`src/rtl/mul_iter_pkg.sv`:
```
// Shared definitions for the iterative RV32M multiplier: operand width,
// op encodings, FSM state codes and two's-complement sign helpers.
package mul_iter_pkg;

    localparam int XLEN  = 32;
    localparam int STEPS = XLEN;
    localparam int CNT_W = $clog2(STEPS);

    typedef enum logic [1:0] {
        MUL_OP_MUL    = 2'b00,
        MUL_OP_MULH   = 2'b01,
        MUL_OP_MULHSU = 2'b10,
        MUL_OP_MULHU  = 2'b11
    } mul_op_e;

    typedef enum logic [1:0] {
        ST_IDLE = 2'b00,
        ST_CALC = 2'b01,
        ST_DONE = 2'b10
    } mul_state_e;

    // Magnitude of an operand. A negative value is negated only when the
    // operand is treated as signed. 0x80000000 maps to 2^31, which still
    // fits because the magnitude is kept unsigned.
    function automatic logic [XLEN-1:0] mag(input logic [XLEN-1:0] v,
                                            input logic            is_signed);
        return (is_signed && v[XLEN-1]) ? (~v + XLEN'(1)) : v;
    endfunction

    // Restores the sign of the unsigned 64-bit magnitude product.
    function automatic logic [2*XLEN-1:0] apply_sign(input logic [2*XLEN-1:0] p,
                                                     input logic              neg);
        return neg ? (~p + (2*XLEN)'(1)) : p;
    endfunction

endpackage

```
`src/rtl/mul_step.sv`:
```
// One shift-add step: conditionally adds the shifted multiplicand into the
// accumulator when the current multiplier bit is set.
module mul_step
    import mul_iter_pkg::*;
(
    input  logic [2*XLEN-1:0] acc,
    input  logic [2*XLEN-1:0] mcand,
    input  logic              add_en,
    output logic [2*XLEN-1:0] acc_next
);

    // Accumulate the partial product for this multiplier bit.
    always_comb begin
        acc_next = add_en ? (acc + mcand) : acc;
    end

endmodule

```
`src/rtl/mul_iter.sv`:
```
// Iterative radix-2 shift-add multiplier for MUL/MULH/MULHSU/MULHU.
// Multiplies operand magnitudes over 32 steps, then fixes the sign and
// returns the low or high half with a one-cycle done pulse.
// Optional feature: define MUL_EARLY_TERM_EN to leave CALC as soon as the
// remaining multiplier bits are all zero (latency 2..33 instead of 33).
module mul_iter
    import mul_iter_pkg::*;
(
    input  logic            clk_i,
    input  logic            rst,
    input  logic            start_i,
    input  logic [1:0]      op_i,
    input  logic [XLEN-1:0] x_i,
    input  logic [XLEN-1:0] y_i,
    output logic            busy_o,
    output logic            done_o,
    output logic [XLEN-1:0] z_o
);

    mul_state_e        state;
    mul_op_e           op_q;
    logic              neg_q;
    logic [2*XLEN-1:0] acc;
    logic [2*XLEN-1:0] mcand;
    logic [XLEN-1:0]   mplier;
    logic [CNT_W-1:0]  cnt;

    logic              x_signed;
    logic              y_signed;
    logic              neg_in;
    logic [2*XLEN-1:0] acc_next;
    logic [2*XLEN-1:0] prod;
    logic              calc_last;

    mul_step u_step (
        .acc      (acc),
        .mcand    (mcand),
        .add_en   (mplier[0]),
        .acc_next (acc_next)
    );

    // Operand signedness from the incoming op, and the final sign of the product.
    always_comb begin
        x_signed = (op_i == MUL_OP_MULH) || (op_i == MUL_OP_MULHSU);
        y_signed = (op_i == MUL_OP_MULH);
        neg_in   = (x_signed & x_i[XLEN-1]) ^ (y_signed & y_i[XLEN-1]);
        prod     = apply_sign(acc, neg_q);
    end

    // Decide whether the current CALC cycle is the last add step.
    always_comb begin
`ifdef MUL_EARLY_TERM_EN
        // Bits above bit 0 are what remains after this step; if none are set
        // the accumulator is already final.
        calc_last = (cnt == '0) || (mplier[XLEN-1:1] == '0);
`else
        calc_last = (cnt == '0);
`endif
    end

    // Control FSM and datapath registers; outputs are registered.
    always_ff @(posedge clk_i) begin
        if (rst) begin
            state  <= ST_IDLE;
            busy_o <= 1'b0;
            done_o <= 1'b0;
            z_o    <= '0;
            op_q   <= MUL_OP_MUL;
            neg_q  <= 1'b0;
            acc    <= '0;
            mcand  <= '0;
            mplier <= '0;
            cnt    <= '0;
        end else begin
            done_o <= 1'b0;
            unique case (state)
                ST_IDLE: begin
                    if (start_i) begin
                        op_q   <= mul_op_e'(op_i);
                        neg_q  <= neg_in;
                        acc    <= '0;
                        mcand  <= {{XLEN{1'b0}}, mag(x_i, x_signed)};
                        mplier <= mag(y_i, y_signed);
                        cnt    <= CNT_W'(STEPS - 1);
                        busy_o <= 1'b1;
                        state  <= ST_CALC;
                    end
                end
                ST_CALC: begin
                    acc    <= acc_next;
                    mcand  <= mcand << 1;
                    mplier <= mplier >> 1;
                    cnt    <= cnt - CNT_W'(1);
                    if (calc_last) begin
                        state <= ST_DONE;
                    end
                end
                ST_DONE: begin
                    // The low half is the same for every op, so only MUL takes it.
                    z_o    <= (op_q == MUL_OP_MUL) ? prod[XLEN-1:0] : prod[2*XLEN-1:XLEN];
                    done_o <= 1'b1;
                    busy_o <= 1'b0;
                    state  <= ST_IDLE;
                end
                default: begin
                    state <= ST_IDLE;
                end
            endcase
        end
    end

endmodule
```
`config.mk`:
```
export PLATFORM = sky130hd
export DESIGN_NAME = mul_iter
export DESIGN_NICKNAME = d
export VERILOG_FILES = /design/src/rtl/mul_iter_pkg.sv /design/src/rtl/mul_step.sv /design/src/rtl/mul_iter.sv
export SDC_FILE = /design/constraint.sdc
export NUM_CORES = 1
export LEC_CHECK = 0
export CAP_MARGIN = 0
export CORE_MARGIN = 3
export CORE_UTILIZATION = 40
export DETAILED_ROUTE_END_ITERATION = 8
export GPL_ROUTABILITY_DRIVEN = 1
export GPL_TIMING_DRIVEN = 0
export SLEW_MARGIN = 25
export SYNTH_ARGS = -nofsm -noshare
export SYNTH_HDL_FRONTEND = slang
export SYNTH_SLANG_ARGS = --single-unit
```
`constraint.sdc`:
```
create_clock -name clk_i -period 9.1 [get_ports clk_i]
set_input_delay 1.365 -clock clk_i [delete_from_list [all_inputs] [get_ports clk_i]]
set_output_delay 1.365 -clock clk_i [all_outputs]
set_load 0.005 [all_outputs]
```
==> flow_summary_export.csv, run 1 <==
group,metric,value,unit
sta,hold_viol_final,0,
worst_setup_path,cp_slowest_cell,"o41ai_1",
power,fin_total_pwr,2.41,mW
clock_network,path_clk_slew,0.06,ns
finish,multi_input_area,0.00908,mm^2
sta,rsz0062_at_grt,"false",
global_routing,grtUsageTotal,0.244,
power,ir_drop,0.123,mV
hold_path,holdPathEnd,"z_o[8]$_SDFFE_PP0P_",
finish,diodes,0,
finish,layout_common_cells,"a21oi_1, nand2_1, dfxtp_1",
synthesis,syn_avg_cell_area,7.73,um^2
clock_network,cts_resized,0,
floorplanning,fp.dieH,191,um
sta,max_freq,0.230,GHz
sta,period_needed,4.35,ns
global_routing,grt_remaining_overflow,0,
floorplanning,die_w,191,um
floorplanning,die_area,0.0365,mm^2
hold_path,holdCritStartpoint,"z_o[8]$_SDFFE_PP0P_",
route,avgRoutedWirePerCell,19.2,um
worst_setup_path,crit_type,"flop to flop",
worst_setup_path,r2r-start,"mcand[0]$_SDFFE_PP0P_",
route,met1_length,21000,um
clock_network,htree_levels,1,
clock_network,clock-root-buffer,"clkbuf_16",
worst_setup_path,critical_path_required,9.53,ns
hold_path,min_path_type,"flop to flop",
finish,seq_area,0.00408,mm^2
finish,layout-drive-gt1-share,0.0355,
synthesis,netlist_instances,1771,
worst_setup_path,cpPeakStageDelay,0.61,ns
finish,final_common_cell,"a21oi_1",
worst_setup_path,cp_num_buf_inv,1,
hold_path,hold_path_depth,2,
route,viasPerCell,5.77,
finish,nets,2037,
worst_setup_path,regToRegSetupSlack,4.75,ns
place,port_buffers,101,
synthesis,synthFlopType,"dfxtp_1",
clock_network,clock_latency,0.55,ns
route,dr.pass1.iters,5,
place,place.gp.congestion,0.962,
synthesis,netlist-cell-type-count,70,
clock_network,cts_sinks,204,
sta,setup_viol,0,
synthesis,synth_seq_area_share,0.298,
synthesis,ys_ff_latch,204,
sta,worst_pin_slew,1.02,ns
worst_setup_path,path_delay_family,"compound AO/OA/AOI/OAI gates",
finish,fillers,3405,
synthesis,synth_nets,1910,
floorplanning,io_pins,103,
worst_setup_path,cp_max_fo,4,
floorplanning,rows,67,
worst_setup_path,crit_path_frequent_cell,"o21ai_0",
synthesis,ys_warn_count,0,
worst_setup_path,path_depth,13,
finish,area_growth,17.9,%
floorplanning,initial_core_util,0.407,
synthesis,synth-edff-count,0,
clock_network,cts_inserted_buffers,24,
job,maxCapViolCount,0,
route,dr_wl_met3,2800,um
worst_setup_path,worstPathArrival,4.79,ns
worst_setup_path,worst_setup_path_end_kind,"flop",
route,topRoutingLayerUsed,"met5",
clock_network,cts_setup_buffers,0,
route,wl_met2,20000,um
sta,min_period_over_period,0.478,
synthesis,synthArstFlopShare,0,
global_routing,grt_max_degree,13,
route,ant_nets,0,
sta,max_slew_margin,0.318,
global_routing,grt_pass1_vias,12900,
power,p_leak,6.41,nW
floorplanning,core,0.0336,mm^2
route,drt_iter0_drc,1051,
sta,drv_slew,0,
global_routing,grt_pass1_wl,71100,um
sta,final.setup_skew,0.0117,ns
worst_setup_path,crit_chain,"ha_1 > inv_1 > fa_1 > nor2b_1 > o31a_1 > o21ai_0 > o21ai_0 > a21oi_1 > o21ai_0 > a31oi_1 > o41ai_1 > o41ai_1 > a221o_1",
global_routing,grt_antenna_before_repair,1,
worst_setup_path,r2r_end,"acc[62]$_SDFFE_PP0P_",
place,post-dp-hpwl,35900,um
clock_network,clock_path_buffers,3,
status,status,"complete, no violations",
sta,setup-tns-final,0,ns
worst_setup_path,cp-start-kind,"flop",
clock_network,cts_tree,"built",
synthesis,synth_area,0.0137,mm^2
worst_setup_path,r2r_cells,13,
route,via_count,13700,
clock_network,postCtsHoldBufs,0,
power,cellPowerDensity,150,mW/mm^2
route,drt-total-wl,45500,um
route,drc_errors,0,
[Yosys cell counts, types with 12 or more instances]
master    number  area, um^2
o41ai_1       12         105
and3_1        19         119
nor3_1        30         150
a21oi_1      219        1100
ha_1          69         863
clkbuf_1     100         375
nand2b_1      20         125
a22o_1        37         324
nand3_1       49         245
a22oi_1       84         631
nand2_1      209         785
o31ai_1       25         188
nand4_1       22         138
xor2_1        75         657
dfxtp_1      204        4080
nor2b_1       12        75.1
nor4_1        20         125
o21ai_0      130         651
nor2_1       107         402
o21bai_1      12        90.1
xnor2_1       84         736
inv_1         28         105
a21o_1        45         338
[worst min-delay path, cell delays in order, from the launching register on]
cell     delay (ns)
dfxtp_1        0.31
nand2_1        0.05
nand2_1        0.04
[power by group]
| part | leakage, nW | internal, mW | switching (mW) |
|---|---|---|---|
| Sequential | 1.66 | 0.929 | 0.0322 |
| Combinational | 4.33 | 0.141 | 0.261 |
| Clock | 0.422 | 0.654 | 0.398 |
[layout make-up]
type,instances,area share
multi-input cells,1426,0.563
flip-flops and latches,204,0.253
plain buffers,112,0.0262
well taps,448,0.0348
repair buffers,101,0.0627
inverters,29,0.00675
clock inverters,9,0.00915
clock buffers,35,0.0442
[worst max path at each step]
stage	from	end	slack, ns
floorplan	y_i[6]	mplier[26]$_SDFFE_PP0P_	5.37
global route	mcand[0]$_SDFFE_PP0P_	acc[62]$_SDFFE_PP0P_	4.38
detailed placement	y_i[4]	mplier[29]$_SDFFE_PP0P_	4.39
CTS	mcand[0]$_SDFFE_PP0P_	acc[62]$_SDFFE_PP0P_	4.73
finish	mcand[0]$_SDFFE_PP0P_	acc[62]$_SDFFE_PP0P_	4.75
global placement	y_i[4]	mplier[29]$_SDFFE_PP0P_	4.45
[sequential cells by signal, indices dropped and copies added, names as in the netlist]
name / flops
acc: 64
mcand: 64
mplier: 32
z_o: 32
cnt: 5
op_q: 2
state: 2
busy_o: 1
done_o: 1
neg_q: 1
[through the flow]
step | setup slack [ns] | cells | hold WS [ns] | instance area, um^2 | utilization
final | 4.75 | 2364 | 0.442 | 16100 | 0.480
after global routing | 4.38 | 2364 | 0.472 | 16100 | 0.480
after CTS | 4.73 | 2364 | 0.445 | 16100 | 0.479
after detailed placement | 4.39 | 2320 | 0.437 | 15300 | 0.454
after global placement | 4.45 | 2320 | 0.438 | 15300 | 0.454
after floorplan | 5.37 | 1771 | 0.432 | 13700 | -
[cell families after synthesis]
family,Yosys count,share of synthesized area
adder cells (fa/ha/maj),70,0.0646
multiplexers,1,0.000732
AO/OA/AOI/OAI,649,0.304
XOR/XNOR,159,0.102
flip-flops,204,0.298
buffers and inverters,141,0.0389
AND/OR/NAND/NOR,547,0.192
[routing by layer]
| metal | GRT usage | vias up |
|---|---|---|
| li1 | - | 6776 |
| met1 | 0.328 | 6391 |
| met2 | 0.395 | 396 |
| met3 | 0.0396 | 87 |
| met4 | 0.0906 | 2 |
| met5 | 0 | - |
No activity file was read; power rests on OpenSTA's default activity.
==> run 2: changes to the inputs <==
==> constraint.sdc (replaced) <==
create_clock -name clk_i -period 3.9 [get_ports clk_i]
set_input_delay 0.585 -clock clk_i [delete_from_list [all_inputs] [get_ports clk_i]]
set_output_delay 0.585 -clock clk_i [all_outputs]
set_load 0.005 [all_outputs]
==> run 2 against run 1 <==
  * Critical path depth shrank 1
  * Worst setup slack lost 4.5 ns
  * Largest power group unchanged
  * Critical path type unchanged
  * Sequential power grew 130%
  * Critical endpoint is now acc[63]$_SDFFE_PP0P_
==> flow_summary_export.csv, run 2 (synthesis results as in run 1) <==
group,metric,value,unit
clock_network,postCtsHoldBufs,0,
route,viasPerCell,5.77,
floorplanning,io_pins,103,
sta,max_slew_margin,0.301,
finish,fin_area,0.0162,mm^2
status,status,"complete, no violations",
sta,rsz0062_at_grt,"false",
worst_setup_path,critical_path_required,4.30,ns
route,avgRoutedWirePerCell,19.3,um
sta,setup-tns-final,0,ns
finish,reg_top3,"acc (64), mcand (64)",
worst_setup_path,regToRegSetupSlack,0.20,ns
sta,min_period_over_period,0.949,
clock_network,clock-root-buffer,"clkbuf_16",
finish,area_growth,18.2,%
place,dp_cells,2320,
clock_network,cts_sinks,204,
route,dr.pass1.iters,6,
job,maxCapViolCount,0,
power,ir_drop,0.285,mV
finish,diodes,0,
finish,layout-drive-gt1-share,0.0402,
place,port_buffers,101,
finish,layout_common_cells,"a21oi_1, nand2_1, dfxtp_1",
worst_setup_path,cpPeakStageDelay,0.46,ns
finish,layout.cells.non_filler,2365,
worst_setup_path,worst_setup_path_end_kind,"flop",
route,drc_errors,0,
clock_network,clock_latency,0.55,ns
global_routing,grt_pass1_vias,13000,
place,place.gp.congestion,0.962,
route,ant_nets,0,
global_routing,grt_remaining_overflow,0,
global_routing,grt_max_degree,13,
hold_path,hold_path_depth,2,
sta,period_needed,3.70,ns
worst_setup_path,cp_max_fo,4,
finish,utilization,0.481,
sta,max_freq,0.270,GHz
sta,final.setup_skew,0.0140,ns
sta,drv_slew,0,
floorplanning,initial_core_util,0.407,
clock_network,htree_levels,1,
clock_network,clock_path_buffers,3,
worst_setup_path,worstPathArrival,4.10,ns
route,via_count,13700,
route,drt_iter0_drc,955,
floorplanning,fp.dieH,191,um
power,cellPowerDensity,348,mW/mm^2
floorplanning,die_w,191,um
hold_path,min_path_type,"flop to flop",
sta,worst_slack,0.200,ns
place,post-place-ws,-0.460,ns
place,placed_cell_area,0.0153,mm^2
power,p_leak,6.43,nW
finish,nets,2038,
floorplanning,rows,67,
global_routing,grt_antenna_before_repair,1,
clock_network,cts_tree,"built",
worst_setup_path,cp-start-kind,"flop",
clock_network,path_clk_slew,0.06,ns
finish,final_common_cell,"a21oi_1",
global_routing,grtUsageTotal,0.244,
worst_setup_path,r2r_cells,12,
sta,setup_viol,0,
floorplanning,die_area,0.0365,mm^2
floorplanning,core,0.0336,mm^2
sta,hold_viol_final,0,
route,drt-total-wl,45600,um
worst_setup_path,crit_chain,"ha_1 > a211oi_1 > o211ai_1 > a41oi_1 > o21bai_2 > a41oi_2 > o31ai_2 > a21oi_1 > o21bai_1 > a31o_2 > o21ai_0 > o311ai_0",
global_routing,grt_pass1_wl,71200,um
clock_network,cts_inserted_buffers,24,
sta,worst_pin_slew,1.05,ns
finish,fillers,3402,
worst_setup_path,crit_type,"flop to flop",
place,post-dp-hpwl,35900,um
worst_setup_path,cp_slowest_cell,"dfxtp_1",
-- run 2: critical path, delay by kind of cell, from the launching register on --
kind | cells | cell delay (ns)
AO/OA/AOI/OAI | 11 | 2.79
adder cells (fa/ha/maj) | 1 | 0.31
flip-flops | 1 | 0.46
-- run 2: worst paths after layout --
path                               from                   end
hold / removal      z_o[8]$_SDFFE_PP0P_   z_o[8]$_SDFFE_PP0P_
setup reg to reg  mcand[1]$_SDFFE_PP0P_  acc[63]$_SDFFE_PP0P_
hold reg to reg     z_o[8]$_SDFFE_PP0P_   z_o[8]$_SDFFE_PP0P_
setup / recovery  mcand[1]$_SDFFE_PP0P_  acc[63]$_SDFFE_PP0P_
-- run 2: layout make-up --
| type | count | area, um^2 | area share |
|---|---|---|---|
| buffer | 112 | 423 | 0.0261 |
| multi-input combinational | 1426 | 9120 | 0.564 |
| sequential | 204 | 4080 | 0.252 |
| inverter | 29 | 109 | 0.00673 |
| clock inverter | 9 | 148 | 0.00913 |
| tap | 448 | 561 | 0.0346 |
| clock buffer | 35 | 713 | 0.0441 |
| timing repair buffer | 102 | 1020 | 0.0630 |
-- run 2: per-layer routing --
metal	routed length (um)	GRT usage	up-vias
met5	17	0	-
met4	1700	0.0917	2
met3	2650	0.0396	90
met2	20000	0.395	401
met1	21200	0.328	6370
li1	-	-	6788
-- run 2: through the flow --
step,power [mW],hold WS [ns]
global route,5.87,0.472
CTS,5.68,0.445
global placement,3.20,0.438
floorplan,2.85,0.432
detailed placement,3.21,0.437
finish,5.64,0.442
-- run 2: repair_timing --
item | CTS | global route
hold endpoints to repair | 0 | 0
pin swaps | 1 | 0
buffers inserted | 1 | 0
gates resized for setup | 4 | 8
endpoints found under the setup margin | 8 | 10
-- run 2: where the power goes --
group,leakage [nW],switching [mW],internal (mW)
sequential,1.66,0.0749,2.17
clock,0.422,0.929,1.53
combinational,4.36,0.610,0.329
total,6.43,1.61,4.02
==> run 3: changes to the inputs <==
--- a/config.mk
+++ b/config.mk
@@ -5,6 +5,7 @@
 export SDC_FILE = /design/constraint.sdc
 export NUM_CORES = 1
 export LEC_CHECK = 0
+export ABC_CLOCK_PERIOD_IN_PS = 3900
 export CAP_MARGIN = 0
 export CORE_MARGIN = 3
 export CORE_UTILIZATION = 40
@@ -14,4 +15,5 @@
 export SLEW_MARGIN = 25
 export SYNTH_ARGS = -nofsm -noshare
 export SYNTH_HDL_FRONTEND = slang
+export SYNTH_HIERARCHICAL = 1
 export SYNTH_SLANG_ARGS = --single-unit
==> run 3 against run 2 <==
  * Sequential share of layout area decreased by 2.4 points
  * Highest routed layer is now met4
  * Synthesized cell count increased by 11%
  * Worst setup slack got worse by 0.063 ns
  * First-iteration DRC count increased by 47%
  * Largest cell class unchanged
  * Cell area increased by 11%
  * Cell count increased by 11%
  * Sequential cell count unchanged
  * Register-to-register slack got worse by 0.06 ns
  * Critical endpoint is now acc[48]$_SDFFE_PP0P_
==> flow_summary_export.csv, run 3 <==
group,metric,value,unit
clock_network,htree_levels,1,
synthesis,synth_nets,2104,
synthesis,synth_most_common_cell,"dfxtp_1",
finish,final_common_cell,"dfxtp_1",
sta,drv_slew,0,
clock_network,cts_tree,"built",
synthesis,synth_area,0.0154,mm^2
route,drt_iter0_drc,1400,
global_routing,grt_pass1_wl,92200,um
floorplanning,die_area,0.0409,mm^2
sta,worst_slack,0.137,ns
route,topRoutingLayerUsed,"met4",
synthesis,syn_avg_cell_area,7.84,um^2
synthesis,netlist_instances,1966,
place,post-dp-hpwl,47700,um
worst_setup_path,critical_path_required,4.34,ns
finish,fillers,3893,
synthesis,synthTopCellsByCount,"dfxtp_1, nand2_1, a21oi_1",
finish,seq_area,0.00408,mm^2
worst_setup_path,cp_max_fo,10,
clock_network,cts_sinks,204,
finish,area_growth,16.1,%
sta,min_period_over_period,0.965,
sta,worst_pin_slew,1.11,ns
route,dr_wl_met3,3770,um
hold_path,min_path_type,"flop to flop",
sta,setup_viol,0,
status,status,"complete, no violations",
synthesis,synth_area_leaders,"dfxtp_1, a21oi_1, ha_1, nand2_1, mux2_2",
power,p_int,4.06,mW
power,switchingPower,1.93,mW
worst_setup_path,cp-start-kind,"flop",
route,met1_length,26600,um
clock_network,cts_setup_buffers,0,
power,cellPowerDensity,334,mW/mm^2
finish,nets,2233,
worst_setup_path,crit_chain,"ha_1 > buf_2 > a21o_1 > a21o_1 > a221oi_2 > o22ai_1 > o31ai_1 > o21ai_1 > a21boi_1 > xnor2_1 > mux2_2 > a22o_1",
finish,utilization,0.473,
place,post-place-ws,0.193,ns
worst_setup_path,crit_type,"flop to flop",
power,fin_total_pwr,5.99,mW
finish,reg_top3,"acc (64), mcand (64)",
clock_network,path_clk_slew,0.06,ns
floorplanning,core,0.0378,mm^2
job,maxCapViolCount,0,
power,ir_drop,0.343,mV
synthesis,synth_top_area_share,0.265,
synthesis,synthArstFlopShare,0,
finish,diodes,0,
clock_network,clock-root-buffer,"clkbuf_16",
route,via_count,16100,
worst_setup_path,cp_slowest_cell,"dfxtp_1",
finish,layout-drive-gt1-share,0.0825,
place,port_buffers,102,
global_routing,grt_antenna_before_repair,1,
sta,period_needed,3.76,ns
sta,final.setup_skew,0.0232,ns
sta,hold_ws,0.448,ns
power,p_leak,6.93,nW
worst_setup_path,crit_path_frequent_cell,"a21o_1",
route,ant_nets,0,
worst_setup_path,regToRegSetupSlack,0.14,ns
floorplanning,rows,71,
synthesis,synth_top_area_cell,"dfxtp_1",
clock_network,cts_resized,0,
sta,max_slew_margin,0.258,
worst_setup_path,worst_setup_path_end_kind,"flop",
finish,layout_common_cells,"dfxtp_1, nand2_1, a21oi_1",
clock_network,postCtsHoldBufs,0,
synthesis,ys_ff_latch,204,
synthesis,netlist-cell-type-count,91,
route,dr.pass1.iters,5,
synthesis,ys_warn_count,6,
route,avgRoutedWirePerCell,23.0,um
floorplanning,io_pins,103,
sta,hold_viol_final,0,
place,place.gp.congestion,0.993,
route,wl_met2,27100,um
synthesis,synth_seq_area_share,0.265,
worst_setup_path,cpPeakStageDelay,0.68,ns
sta,rsz0062_at_grt,"false",
floorplanning,fp.dieH,202,um
global_routing,grt_remaining_overflow,0,
power,clockPowerShare,0.397,
finish,multi_input_area,0.0106,mm^2
power,pwr-share-comb,0.223,
clock_network,cts_inserted_buffers,25,
synthesis,synth-edff-count,0,
power,seq_power_share,0.380,
route,drc_errors,0,
route,viasPerCell,6.16,
power,swShare,0.322,
floorplanning,initial_core_util,0.407,
global_routing,grtUsageTotal,0.285,
route,drt-total-wl,60200,um
synthesis,synthFlopType,"dfxtp_1",
clock_network,clock_path_buffers,3,
sta,setup-tns-final,0,ns
worst_setup_path,worstPathArrival,4.21,ns
sta,max_freq,0.266,GHz
floorplanning,die_w,202,um
global_routing,grt_pass1_vias,15400,
clock_network,clock_latency,0.55,ns
global_routing,grt_max_degree,14,
-- run 3: cell types whose count changed after synthesis, sizes merged, moves of 17 or more --
cell / delta
a21oi: -21
buf: +17
nand4: +19
o21ai: -32
a22oi: -40
mux2: +58
o22ai: +29
a22o: +36
-- run 3: final cells by class --
| type | instances | area share |
|---|---|---|
| tap | 511 | 0.0357 |
| buffer | 136 | 0.0302 |
| clock buffer | 32 | 0.0381 |
| multi-input combinational | 1581 | 0.594 |
| timing repair buffer | 102 | 0.0570 |
| sequential | 204 | 0.228 |
| inverter | 45 | 0.00944 |
| clock inverter | 10 | 0.00762 |
-- run 3: cells by family (layout without fill, tap and decap cells) --
logic type	Yosys count	count (layout)	share of synthesized area
AOI/OAI and AO/OA	669	669	0.295
xor gates and xnor gates	139	139	0.0790
adders and majority gates	69	69	0.0565
buffers and inverters	181	325	0.0460
DFF	204	204	0.265
muxes	71	71	0.0508
and+or+nand+nor	633	633	0.207
-- run 3: path summary, 6_finish.rpt --
path | depth (start not counted) | start | endpoint
hold reg to reg | 2 | z_o[1]$_SDFFE_PP0P_ | z_o[1]$_SDFFE_PP0P_
setup / recovery | 12 | acc[17]$_SDFFE_PP0P_ | acc[48]$_SDFFE_PP0P_
setup reg to reg | 12 | acc[17]$_SDFFE_PP0P_ | acc[48]$_SDFFE_PP0P_
hold / removal | 2 | z_o[1]$_SDFFE_PP0P_ | z_o[1]$_SDFFE_PP0P_
-- run 3: critical path, delay by kind of cell (launching register included) --
| family | cells | cell delay, ns |
|---|---|---|
| fa+ha+maj | 1 | 0.33 |
| flops | 1 | 0.68 |
| buf+inv | 1 | 0.17 |
| compound gates | 8 | 2.08 |
| mux | 1 | 0.28 |
| xor+xnor | 1 | 0.11 |
-- run 3: power by group through the flow --
| stage | sequential (mW) | clock [mW] | combinational, mW |
|---|---|---|---|
| floorplan | 2.27 | 0 | 0.827 |
| global placement | 2.31 | 0 | 1.31 |
| detailed placement | 2.31 | 0 | 1.31 |
| CTS | 2.27 | 2.41 | 1.32 |
| global route | 2.28 | 2.49 | 1.44 |
| finish | 2.27 | 2.38 | 1.33 |
-- run 3: layer usage --
metal | GRT usage | vias to the layer above
li1 | - | 7671
met3 | 0.0377 | 132
met2 | 0.463 | 629
met5 | 0 | -
met4 | 0.117 | 0
met1 | 0.381 | 7712
-- run 3: stage by stage --
step	area, um^2	std cells
2_1_floorplan	15400	1966
3_3_place_gp	17100	2579
3_5_place_dp	17100	2579
4_1_cts	17900	2621
5_1_grt	17900	2621
6_report	17900	2621
